File: src/rtl/pixel_packer_pkg.sv
// rtl/pixel_packer_pkg.sv - shared types, widths and nibble helpers for pixel_write_packer
package pixel_packer_pkg;

  localparam int NIBBLES_PER_WORD = 4;
  localparam int PIX_ADDR_W       = 18;
  localparam int FB_ADDR_W        = 16;

  typedef struct packed {
    logic [15:0] addr;
    logic [15:0] data;
    logic [3:0]  nib_en;
  } fb_word_t;

  typedef enum logic {
    ACC_EMPTY = 1'b0,
    ACC_HOLD  = 1'b1
  } acc_state_e;

  function automatic logic [15:0] set_nibble(input logic [15:0] word,
                                             input logic [1:0]  k,
                                             input logic [3:0]  val);
    logic [15:0] r;
    r = word;
    r[{k, 2'b00} +: 4] = val;
    return r;
  endfunction

  function automatic logic [3:0] nib_onehot(input logic [1:0] k);
    return 4'b0001 << k;
  endfunction

endpackage

File: src/rtl/sync_fifo.sv
// rtl/sync_fifo.sv - show-ahead synchronous FIFO; a write while full is taken only with a same-cycle read
import pixel_packer_pkg::*;

module sync_fifo #(
  parameter int WIDTH = $bits(fb_word_t),
  parameter int DEPTH = 16
) (
  input  logic             clk,
  input  logic             reset,
  input  logic             wr_en,
  input  logic [WIDTH-1:0] wr_data,
  input  logic             rd_en,
  output logic [WIDTH-1:0] rd_data,
  output logic             full,
  output logic             empty
);

  localparam int AW = $clog2(DEPTH);
  localparam logic [AW:0] PTR_ONE = {{AW{1'b0}}, 1'b1};

  logic [WIDTH-1:0] mem_q [DEPTH];
  logic [AW:0]      wptr_q, wptr_d;
  logic [AW:0]      rptr_q, rptr_d;
  logic             wr_take;
  logic             rd_take;

  assign empty   = (wptr_q == rptr_q);
  assign full    = (wptr_q[AW] != rptr_q[AW]) && (wptr_q[AW-1:0] == rptr_q[AW-1:0]);
  assign rd_take = rd_en && !empty;
  assign wr_take = wr_en && (!full || rd_take);

  // Head is forced to zero when empty so the outputs read as zero after reset.
  assign rd_data = empty ? '0 : mem_q[rptr_q[AW-1:0]];

  always_comb begin
    wptr_d = wptr_q;
    rptr_d = rptr_q;
    if (wr_take) wptr_d = wptr_q + PTR_ONE;
    if (rd_take) rptr_d = rptr_q + PTR_ONE;
  end

  always_ff @(posedge clk) begin
    if (reset) begin
      wptr_q <= '0;
      rptr_q <= '0;
    end else begin
      wptr_q <= wptr_d;
      rptr_q <= rptr_d;
    end
  end

  always_ff @(posedge clk) begin
    if (wr_take) mem_q[wptr_q[AW-1:0]] <= wr_data;
  end

endmodule

File: src/rtl/pixel_write_packer.sv
// rtl/pixel_write_packer.sv - coalesces 4-bit pixel writes into masked 16-bit framebuffer words
// Optional PIXEL_PACKER_STATS_EN adds words_written / words_dropped saturating counters.
import pixel_packer_pkg::*;

module pixel_write_packer #(
  parameter int FIFO_DEPTH    = 16,
  parameter int FLUSH_TIMEOUT = 8
) (
  input  logic        clk,
  input  logic        reset,
  input  logic        pix_wr_en,
  input  logic [17:0] pix_wr_addr,
  input  logic [3:0]  pix_wr_data,
  input  logic        flush,
  output logic        fb_valid,
  input  logic        fb_ready,
  output logic [15:0] fb_addr,
  output logic [15:0] fb_data,
  output logic [3:0]  fb_nib_en,
  output logic        overflow,
  output logic        idle
`ifdef PIXEL_PACKER_STATS_EN
  ,
  output logic [15:0] words_written,
  output logic [7:0]  words_dropped
`endif
);

  localparam logic [7:0] TMO_LAST = 8'(FLUSH_TIMEOUT - 1);

  acc_state_e  state_q, state_d;
  logic [15:0] acc_addr_q, acc_addr_d;
  logic [15:0] acc_data_q, acc_data_d;
  logic [3:0]  acc_mask_q, acc_mask_d;
  logic [7:0]  tmo_q, tmo_d;
  logic        overflow_q, overflow_d;

  logic        push;
  fb_word_t    push_word;
  fb_word_t    head_word;
  logic        fifo_full, fifo_empty;
  logic        pop;
  logic        drop;

  logic [15:0] pix_word;
  logic [1:0]  pix_k;
  logic        same_word;
  logic        mask_full;
  logic [15:0] merged_data;
  logic [3:0]  merged_mask;
  logic [15:0] load_data;
  logic [3:0]  load_mask;

  assign pix_word    = pix_wr_addr[17:2];
  assign pix_k       = pix_wr_addr[1:0];
  assign same_word   = (acc_addr_q == pix_word);
  assign mask_full   = (acc_mask_q == 4'b1111);
  assign merged_data = set_nibble(acc_data_q, pix_k, pix_wr_data);
  assign merged_mask = acc_mask_q | nib_onehot(pix_k);
  assign load_data   = set_nibble(16'h0000, pix_k, pix_wr_data);
  assign load_mask   = nib_onehot(pix_k);

  always_comb begin
    state_d    = state_q;
    acc_addr_d = acc_addr_q;
    acc_data_d = acc_data_q;
    acc_mask_d = acc_mask_q;
    tmo_d      = tmo_q;
    push       = 1'b0;
    push_word  = '{addr: acc_addr_q, data: acc_data_q, nib_en: acc_mask_q};

    case (state_q)
      ACC_EMPTY: begin
        tmo_d = '0;
        if (pix_wr_en) begin
          acc_addr_d = pix_word;
          acc_data_d = load_data;
          acc_mask_d = load_mask;
          if (flush) begin
            // Nothing to merge with, so a flushed lone pixel leaves immediately.
            push       = 1'b1;
            push_word  = '{addr: pix_word, data: load_data, nib_en: load_mask};
            acc_mask_d = '0;
          end else begin
            state_d = ACC_HOLD;
          end
        end
      end

      ACC_HOLD: begin
        if (pix_wr_en) begin
          tmo_d = '0;
          if (same_word && flush) begin
            push       = 1'b1;
            push_word  = '{addr: acc_addr_q, data: merged_data, nib_en: merged_mask};
            acc_mask_d = '0;
            state_d    = ACC_EMPTY;
          end else if (same_word && !mask_full) begin
            acc_data_d = merged_data;
            acc_mask_d = merged_mask;
          end else begin
            // A full word is pushed even when the next pixel hits the same address.
            push       = 1'b1;
            acc_addr_d = pix_word;
            acc_data_d = load_data;
            acc_mask_d = load_mask;
          end
        end else if (flush || mask_full || (tmo_q == TMO_LAST)) begin
          push       = 1'b1;
          tmo_d      = '0;
          acc_mask_d = '0;
          state_d    = ACC_EMPTY;
        end else begin
          tmo_d = tmo_q + 8'd1;
        end
      end

      default: state_d = ACC_EMPTY;
    endcase
  end

  assign pop        = !fifo_empty && fb_ready;
  assign drop       = push && fifo_full && !pop;
  assign overflow_d = overflow_q || drop;

  always_ff @(posedge clk) begin
    if (reset) begin
      state_q    <= ACC_EMPTY;
      acc_addr_q <= '0;
      acc_data_q <= '0;
      acc_mask_q <= '0;
      tmo_q      <= '0;
      overflow_q <= 1'b0;
    end else begin
      state_q    <= state_d;
      acc_addr_q <= acc_addr_d;
      acc_data_q <= acc_data_d;
      acc_mask_q <= acc_mask_d;
      tmo_q      <= tmo_d;
      overflow_q <= overflow_d;
    end
  end

  sync_fifo #(
    .WIDTH ($bits(fb_word_t)),
    .DEPTH (FIFO_DEPTH)
  ) u_fifo (
    .clk     (clk),
    .reset   (reset),
    .wr_en   (push),
    .wr_data (push_word),
    .rd_en   (fb_ready),
    .rd_data (head_word),
    .full    (fifo_full),
    .empty   (fifo_empty)
  );

  assign fb_valid  = !fifo_empty;
  assign fb_addr   = head_word.addr;
  assign fb_data   = head_word.data;
  assign fb_nib_en = head_word.nib_en;
  assign overflow  = overflow_q;
  assign idle      = (state_q == ACC_EMPTY) && fifo_empty && !flush;

`ifdef PIXEL_PACKER_STATS_EN
  logic [15:0] words_written_q, words_written_d;
  logic [7:0]  words_dropped_q, words_dropped_d;

  always_comb begin
    words_written_d = words_written_q;
    words_dropped_d = words_dropped_q;
    if (pop && (words_written_q != 16'hFFFF)) words_written_d = words_written_q + 16'd1;
    if (drop && (words_dropped_q != 8'hFF))   words_dropped_d = words_dropped_q + 8'd1;
  end

  always_ff @(posedge clk) begin
    if (reset) begin
      words_written_q <= '0;
      words_dropped_q <= '0;
    end else begin
      words_written_q <= words_written_d;
      words_dropped_q <= words_dropped_d;
    end
  end

  assign words_written = words_written_q;
  assign words_dropped = words_dropped_q;
`endif

endmodule

File: config.mk
export PLATFORM = sky130hd
export DESIGN_NAME = pixel_write_packer
export DESIGN_NICKNAME = d
export VERILOG_FILES = /design/src/rtl/pixel_packer_pkg.sv /design/src/rtl/sync_fifo.sv /design/src/rtl/pixel_write_packer.sv
export SDC_FILE = /design/constraint.sdc
export NUM_CORES = 1
export LEC_CHECK = 0
export ABC_AREA = 1
export CAP_MARGIN = 20
export CORE_MARGIN = 2
export CORE_UTILIZATION = 62
export DETAILED_ROUTE_END_ITERATION = 12
export GPL_TIMING_DRIVEN = 0
export PLACE_DENSITY = 0.77
export SLEW_MARGIN = 20
export SYNTH_ARGS = -nofsm -noshare
export SYNTH_HDL_FRONTEND = slang
export SYNTH_SLANG_ARGS = --single-unit
File: constraint.sdc
create_clock -name clk -period 7.8 [get_ports clk]
set_input_delay 0.78 -clock clk [delete_from_list [all_inputs] [get_ports clk]]
set_output_delay 0.78 -clock clk [all_outputs]
set_load 0.01 [all_outputs]
; Yosys cells after proc, flatten, opt, wreduce, memory -nomap -nowiden
; Memory sizes are Yosys's and may differ from the RTL's. A register that Yosys moved wholly into a read port is not among the register bits.
; Cells that the tools add are included.
[totals]
regBits = 56
latch_bits = 0
mem_bits_rw = 576
romBits = 0
input_bits = 27
wordCells = 95
mem_count = 1
[mem_list]
columns = name, words, word_bits, read_ports, rd_clocked_by_memory_dff, wr, line_no
row1 = u_fifo.mem_q, 16, 36, 1, 1, 1, sync_fifo.sv:21  ; logic [WIDTH-1:0] mem_q [DEPTH];
[op_classes]
add_sub_neg = 4
multipliers = 0
div_mod_pow = 0
n_lt_le_gt_ge = 0
n_eq_ne = 11
n_shift = 3
mux = 44
bitwise = 3
reduce_logical = 21
[op_table]
columns = operator, n
row1 = 16-bit two-way mux, 8
row2 = 36-bit two-way mux, 3
row3 = 36-bit case mux with 2 select lines, 1
row4 = 16-bit case mux with 2 select lines, 2
row5 = 20-bit two-way mux, 2
row6 = 4-bit two-way mux, 8
row7 = 16-bit bitwise AND, 1
row8 = 16-bit bitwise mux, 1
row9 = 16-bit equality test, 1
row10 = 8-bit two-way mux, 2
row11 = 8-bit case mux with 2 select lines, 1
row12 = "4-bit by 6-bit variable shift with 16-bit output, first input constant", 1
row13 = 4-bit by 6-bit indexed part select with 16-bit output, 1
row14 = 1-bit two-way mux, 13
row15 = "5-bit by 1-bit adder with 5-bit output, second input constant", 2
row16 = 1-bit logical AND, 9
row17 = "8-bit by 1-bit adder with 8-bit output, second input constant", 1
row18 = "8-bit by 3-bit equality test with 1-bit output, second input constant", 1
row19 = "2-bit != test, second input constant", 4
row20 = 4-bit case mux with 2 select lines, 1
row21 = 4-bit negation with 6-bit output, 1
row22 = 5-bit equality test, 1
row23 = 1-bit logical NOT, 5
row24 = 4-bit equality test, 1
row25 = other kinds (11), 15

; Longest topological paths before layout
[logic_depth]
ltp_word = 10
depth_mapped = 15

; Modules after synthesis
; A second synthesis with hierarchy kept.
[unflattened]
cells_unflattened = 2637
hier_area_um2 = 28347.2
[by_module_without_submodules]
columns = module, n_inst, cells_each, area_each_um2, seq_area_each_um2
row1 = sync_fifo, 1, 2010, 24837.6, 17576.9
row2 = pixel_write_packer, 1, 627, 3509.6, 920.9

; Worst setup path before layout
; No wires, ideal clock.
[synth_path]
path_kind = input-to-reg
startpoint = input port pix_wr_addr[4]
endpoint = memory u_fifo.mem_q[13][0] (netlist bit) (enable)
setup_time_ns = 0.474
arrival_ns = 4.081
required_ns = 7.326
path_slack_ns = 3.245
path_stages = 12
cell_sequence = inv_1 > nand2_1 > nand2_1 > clkinv_1 > nand2_1 > nor2_2 > nand2_2 > nor2_8 > nand4_2 > nand3_4 > buf_8 > nor3_1
[synth_via]
elab_chain_len = 9
[synth_lines]
columns = element, line_no
row1 = from (decl), pixel_write_packer.sv:12  ; input logic [17:0] pix_wr_addr,
row2 = 16-bit equality test (*), pixel_write_packer.sv:56  ; assign same_word = (acc_addr_q == pix_word);
row3 = 1-bit logical AND, pixel_write_packer.sv:98  ; end else if (same_word && !mask_full) begin
row4 = 1-bit two-way mux, pixel_write_packer.sv:98
row5 = 1-bit two-way mux (*), pixel_write_packer.sv:93  ; if (same_word && flush) begin
row6 = 1-bit two-way mux (*), pixel_write_packer.sv:91  ; if (pix_wr_en) begin
row7 = 1-bit case mux with 2 select lines (*), pixel_write_packer.sv:72  ; case (state_q)
row8 = 1-bit logical AND (*), sync_fifo.sv:30  ; assign wr_take = wr_en && (!full || rd_take);
row9 = 1-bit two-way mux (*), sync_fifo.sv:53  ; if (wr_take) mem_q[wptr_q[AW-1:0]] <= wr_data;
row10 = 1-bit two-way mux (not written as such) (*), sync_fifo.sv:53
row11 = to (decl), sync_fifo.sv:21
; Every way passes the cells marked *; elsewhere a longest branch is shown, timed or not.

==> results.sh <==
export IMPL_std_cell_rows=76
export IMPL_grt_pass1_vias=18500
export IMPL_route_detailed_drc=0
export IMPL_cts_hold_buf=0
export IMPL_antenna_found_initial=0
export IMPL_holdCritPathClass="flip-flop to flip-flop"
export IMPL_wl_per_cell_um=24.5
export IMPL_min_to="tmo_q[0]"
export IMPL_syn_num_nets=2230
export IMPL_syn2layout_area_growth_pct=15.4
export IMPL_fin_nets=2443
export IMPL_cts_setup_buffers=0
export IMPL_yosysWarningCount=0
export IMPL_core_area_um2=43100
export IMPL_crit_type="flip-flop to output port"
export IMPL_fin_crit_sh_pct=60.6
export IMPL_cp_cell_sequence="clkbuf_1, inv_2, clkbuf_1, o211ai_1, nand3_1, a21oi_1, clkdlybuf4s50_1"
export IMPL_final_cell_mix="576 x edfxtp_1, 212 x inv_1, 198 x a21oi_1, 186 x nand2_1, 182 x o21ai_0"
export IMPL_drv_slew=0
export IMPL_p_leak_nw=11.0
export IMPL_cp_common_cell="clkbuf_1"
export IMPL_root_buffer="clkbuf_16"
export IMPL_r2r_start="tmo_q[0]"
export IMPL_r2r_cells=13
export IMPL_n_antenna_cell=0
export IMPL_vias=19100
export IMPL_finClkSkew_ns=0.0146
export IMPL_p_per_area_nw_per_um2=264
export IMPL_ys_async_sr_fraction_pct=0
export IMPL_insertion_delay_ns=0.63
export IMPL_r2r_slack_ns=4.40
export IMPL_cp_arrival_ns=3.95
export IMPL_synthFlopType="edfxtp_1"
export IMPL_cts_tree="done"
export IMPL_cts_buffers_inserted=61
export IMPL_dieArea_um2=45300
export IMPL_path_clk_slew_ns=0.06
export IMPL_worst_pin_slew_ns=1.04
export IMPL_hpwl_mm=50.5
export IMPL_via_per_inst=6.27
export IMPL_ir_drop_mv=0.180
export IMPL_setup_tns_final_ns=0
export IMPL_gp_congestion=0.907
export IMPL_drt_iter0_drc=2986
export IMPL_routed_wirelength_mm=74.5
export IMPL_fin_crit_ns=4.73
export IMPL_slowest_delay_ns=0.78
export IMPL_grt_overflow=0
export IMPL_cpMaxStageDelayCell="clkbuf_1"
export IMPL_htree_levels=2
export IMPL_postRouteAntennaNets=0
export IMPL_dieWidth_um=213
export IMPL_drive_above_1_share_pct=11.2
export IMPL_crit_fanout=10
export IMPL_crit_path_start_kind="flip-flop"
export IMPL_cts_resized_gates=0
export IMPL_clk_path_buf_depth=3
export IMPL_slew_headroom_pct=30.4
export IMPL_die_y_um=213
export IMPL_synth_seq_area_share_pct=68.3
export IMPL_power_mw=8.25
export IMPL_grt_pass1_wl_mm=110
export IMPL_critPathCaptureType="output port"
export IMPL_timing_rr_end="u_fifo.mem_q[13][12]"
export IMPL_track_usage_pct=33.2
export IMPL_cp_data_required_time_ns=7.02
export IMPL_synthCells=2193
export IMPL_initial_core_util_pct=62.8
export IMPL_ys_ff_latch=636
export IMPL_clock_sinks=636
export IMPL_whs_path_depth=1
export IMPL_syn_area_per_cell_um2=12.3
export IMPL_drtPass1Iterations=8
export IMPL_fmax_mhz=212
export IMPL_final_common_cell="edfxtp_1"
export IMPL_finalSetupViolCount=0
export IMPL_drv_cap=0
export IMPL_grt_max_degree=17
export IMPL_grt_setup_unrepaired="no"
export IMPL_nFillCells=2807
export IMPL_synth_edf_count=576
export IMPL_hold_start="tmo_q[0]"
export IMPL_hold_violations=0
export IMPL_boundaryPins=66
export IMPL_syn_cell_area_um2=27100
export IMPL_status="finished, final reports clean"
export IMPL_io_buffer_count=64
export IMPL_synth_cell_type_count=41
==> cell type report <==
type / count / area, µm² / area share (%)
buffer: 129 / 656 / 2.10
clock buffer: 70 / 1560 / 4.99
clock inverter: 44 / 343 / 1.10
inverter: 224 / 843 / 2.70
multi-input combinational: 1204 / 7180 / 23.0
sequential: 636 / 18500 / 59.2
tap: 585 / 732 / 2.34
timing repair buffer: 150 / 1430 / 4.58
==> sequential cells by signal (all words and copies together) (netlist names), named ones only <==
name / flops
u_fifo.wptr_q: 5
u_fifo.mem_q: 576
u_fifo.rptr_q: 5
acc_addr_q: 16
acc_mask_q: 4
tmo_q: 8
overflow: 1
acc_data_q: 16
state_q: 1
==> synthesized netlist by cell type (5+ instances only) <==
cell / number / area, µm²
nor2_1: 119 / 447
mux2i_1: 144 / 1440
nand3_1: 90 / 450
a21oi_1: 198 / 991
clkinv_1: 5 / 18.8
nand4_1: 9 / 56.3
nor3_1: 18 / 90.1
buf_2: 20 / 100
inv_1: 212 / 796
buf_6: 12 / 135
clkbuf_1: 63 / 236
buf_1: 21 / 78.8
o21ai_1: 30 / 150
o21ai_0: 192 / 961
nand2_2: 5 / 31.3
edfxtp_1: 576 / 17300
ha_1: 10 / 125
o211ai_1: 144 / 1080
nand2_1: 186 / 698
a22oi_1: 16 / 120
dfxtp_1: 60 / 1200
inv_2: 6 / 22.5
xor2_1: 11 / 96.3
xnor2_1: 8 / 70.1
buf_4: 12 / 90.1
==> per-layer routing <==
layer	vias up	GRT usage [%]	wire length, µm
li1	8383	-	-
met1	9224	45.4	27600
met2	1274	54.7	35900
met3	183	5.24	8670
met4	0	12.0	2280
met5	-	0	0
==> worst max-delay path, delay by kind of cell (launching register included) <==
family | cells | cell delay, ns
compound gates | 2 | 0.68
simple gates | 1 | 0.12
flops | 1 | 0.32
buf+inv | 4 | 2.20
==> where the power goes <==
part	switching (mW)	internal, mW	total [mW]	leakage [nW]
Combinational	1.02	0.558	1.58	4.29
Sequential	0.0252	3.80	3.83	5.81
Clock	1.28	1.57	2.84	0.934
==> cell families after synthesis <==
logic type	Yosys count	synth area share, %
DFF	636	68.3
AOI/OAI and AO/OA	583	12.3
and+or+nand+nor	448	7.43
buffers and inverters	353	5.54
muxes	144	5.32
xor gates and xnor gates	19	0.615
adders and majority gates	10	0.462
==> how the worst max path moves through the flow <==
stage	start	to	slack, ns	cells after the start
6_report	flip-flop	fb_nib_en[2]	3.07	7
5_1_grt	flip-flop	fb_nib_en[2]	3.07	7
3_3_place_gp	pix_wr_addr[13]	u_fifo.mem_q[11][15]	-0.43	12
4_1_cts	flip-flop	fb_nib_en[2]	3.19	7
2_1_floorplan	pix_wr_addr[4]	u_fifo.mem_q[13][0]	3.25	12
3_5_place_dp	pix_wr_addr[13]	u_fifo.mem_q[13][16]	3.72	15
==> per-stage QoR <==
stage / worst slack (ns) / std cells / hold WS, ns / area [µm²] / util (%)
global route: 3.07 / 3042 / 0.473 / 31200 / 72.5
detailed placement: 3.72 / 2924 / 0.438 / 29300 / 68.0
floorplan: 3.25 / 2193 / 0.418 / 27100 / -
finish: 3.07 / 3042 / 0.447 / 31200 / 72.5
global placement: -0.430 / 2842 / 0.427 / 28400 / 66.0
CTS: 3.19 / 3038 / 0.449 / 31200 / 72.5
Power figures use the tool's default switching activity.
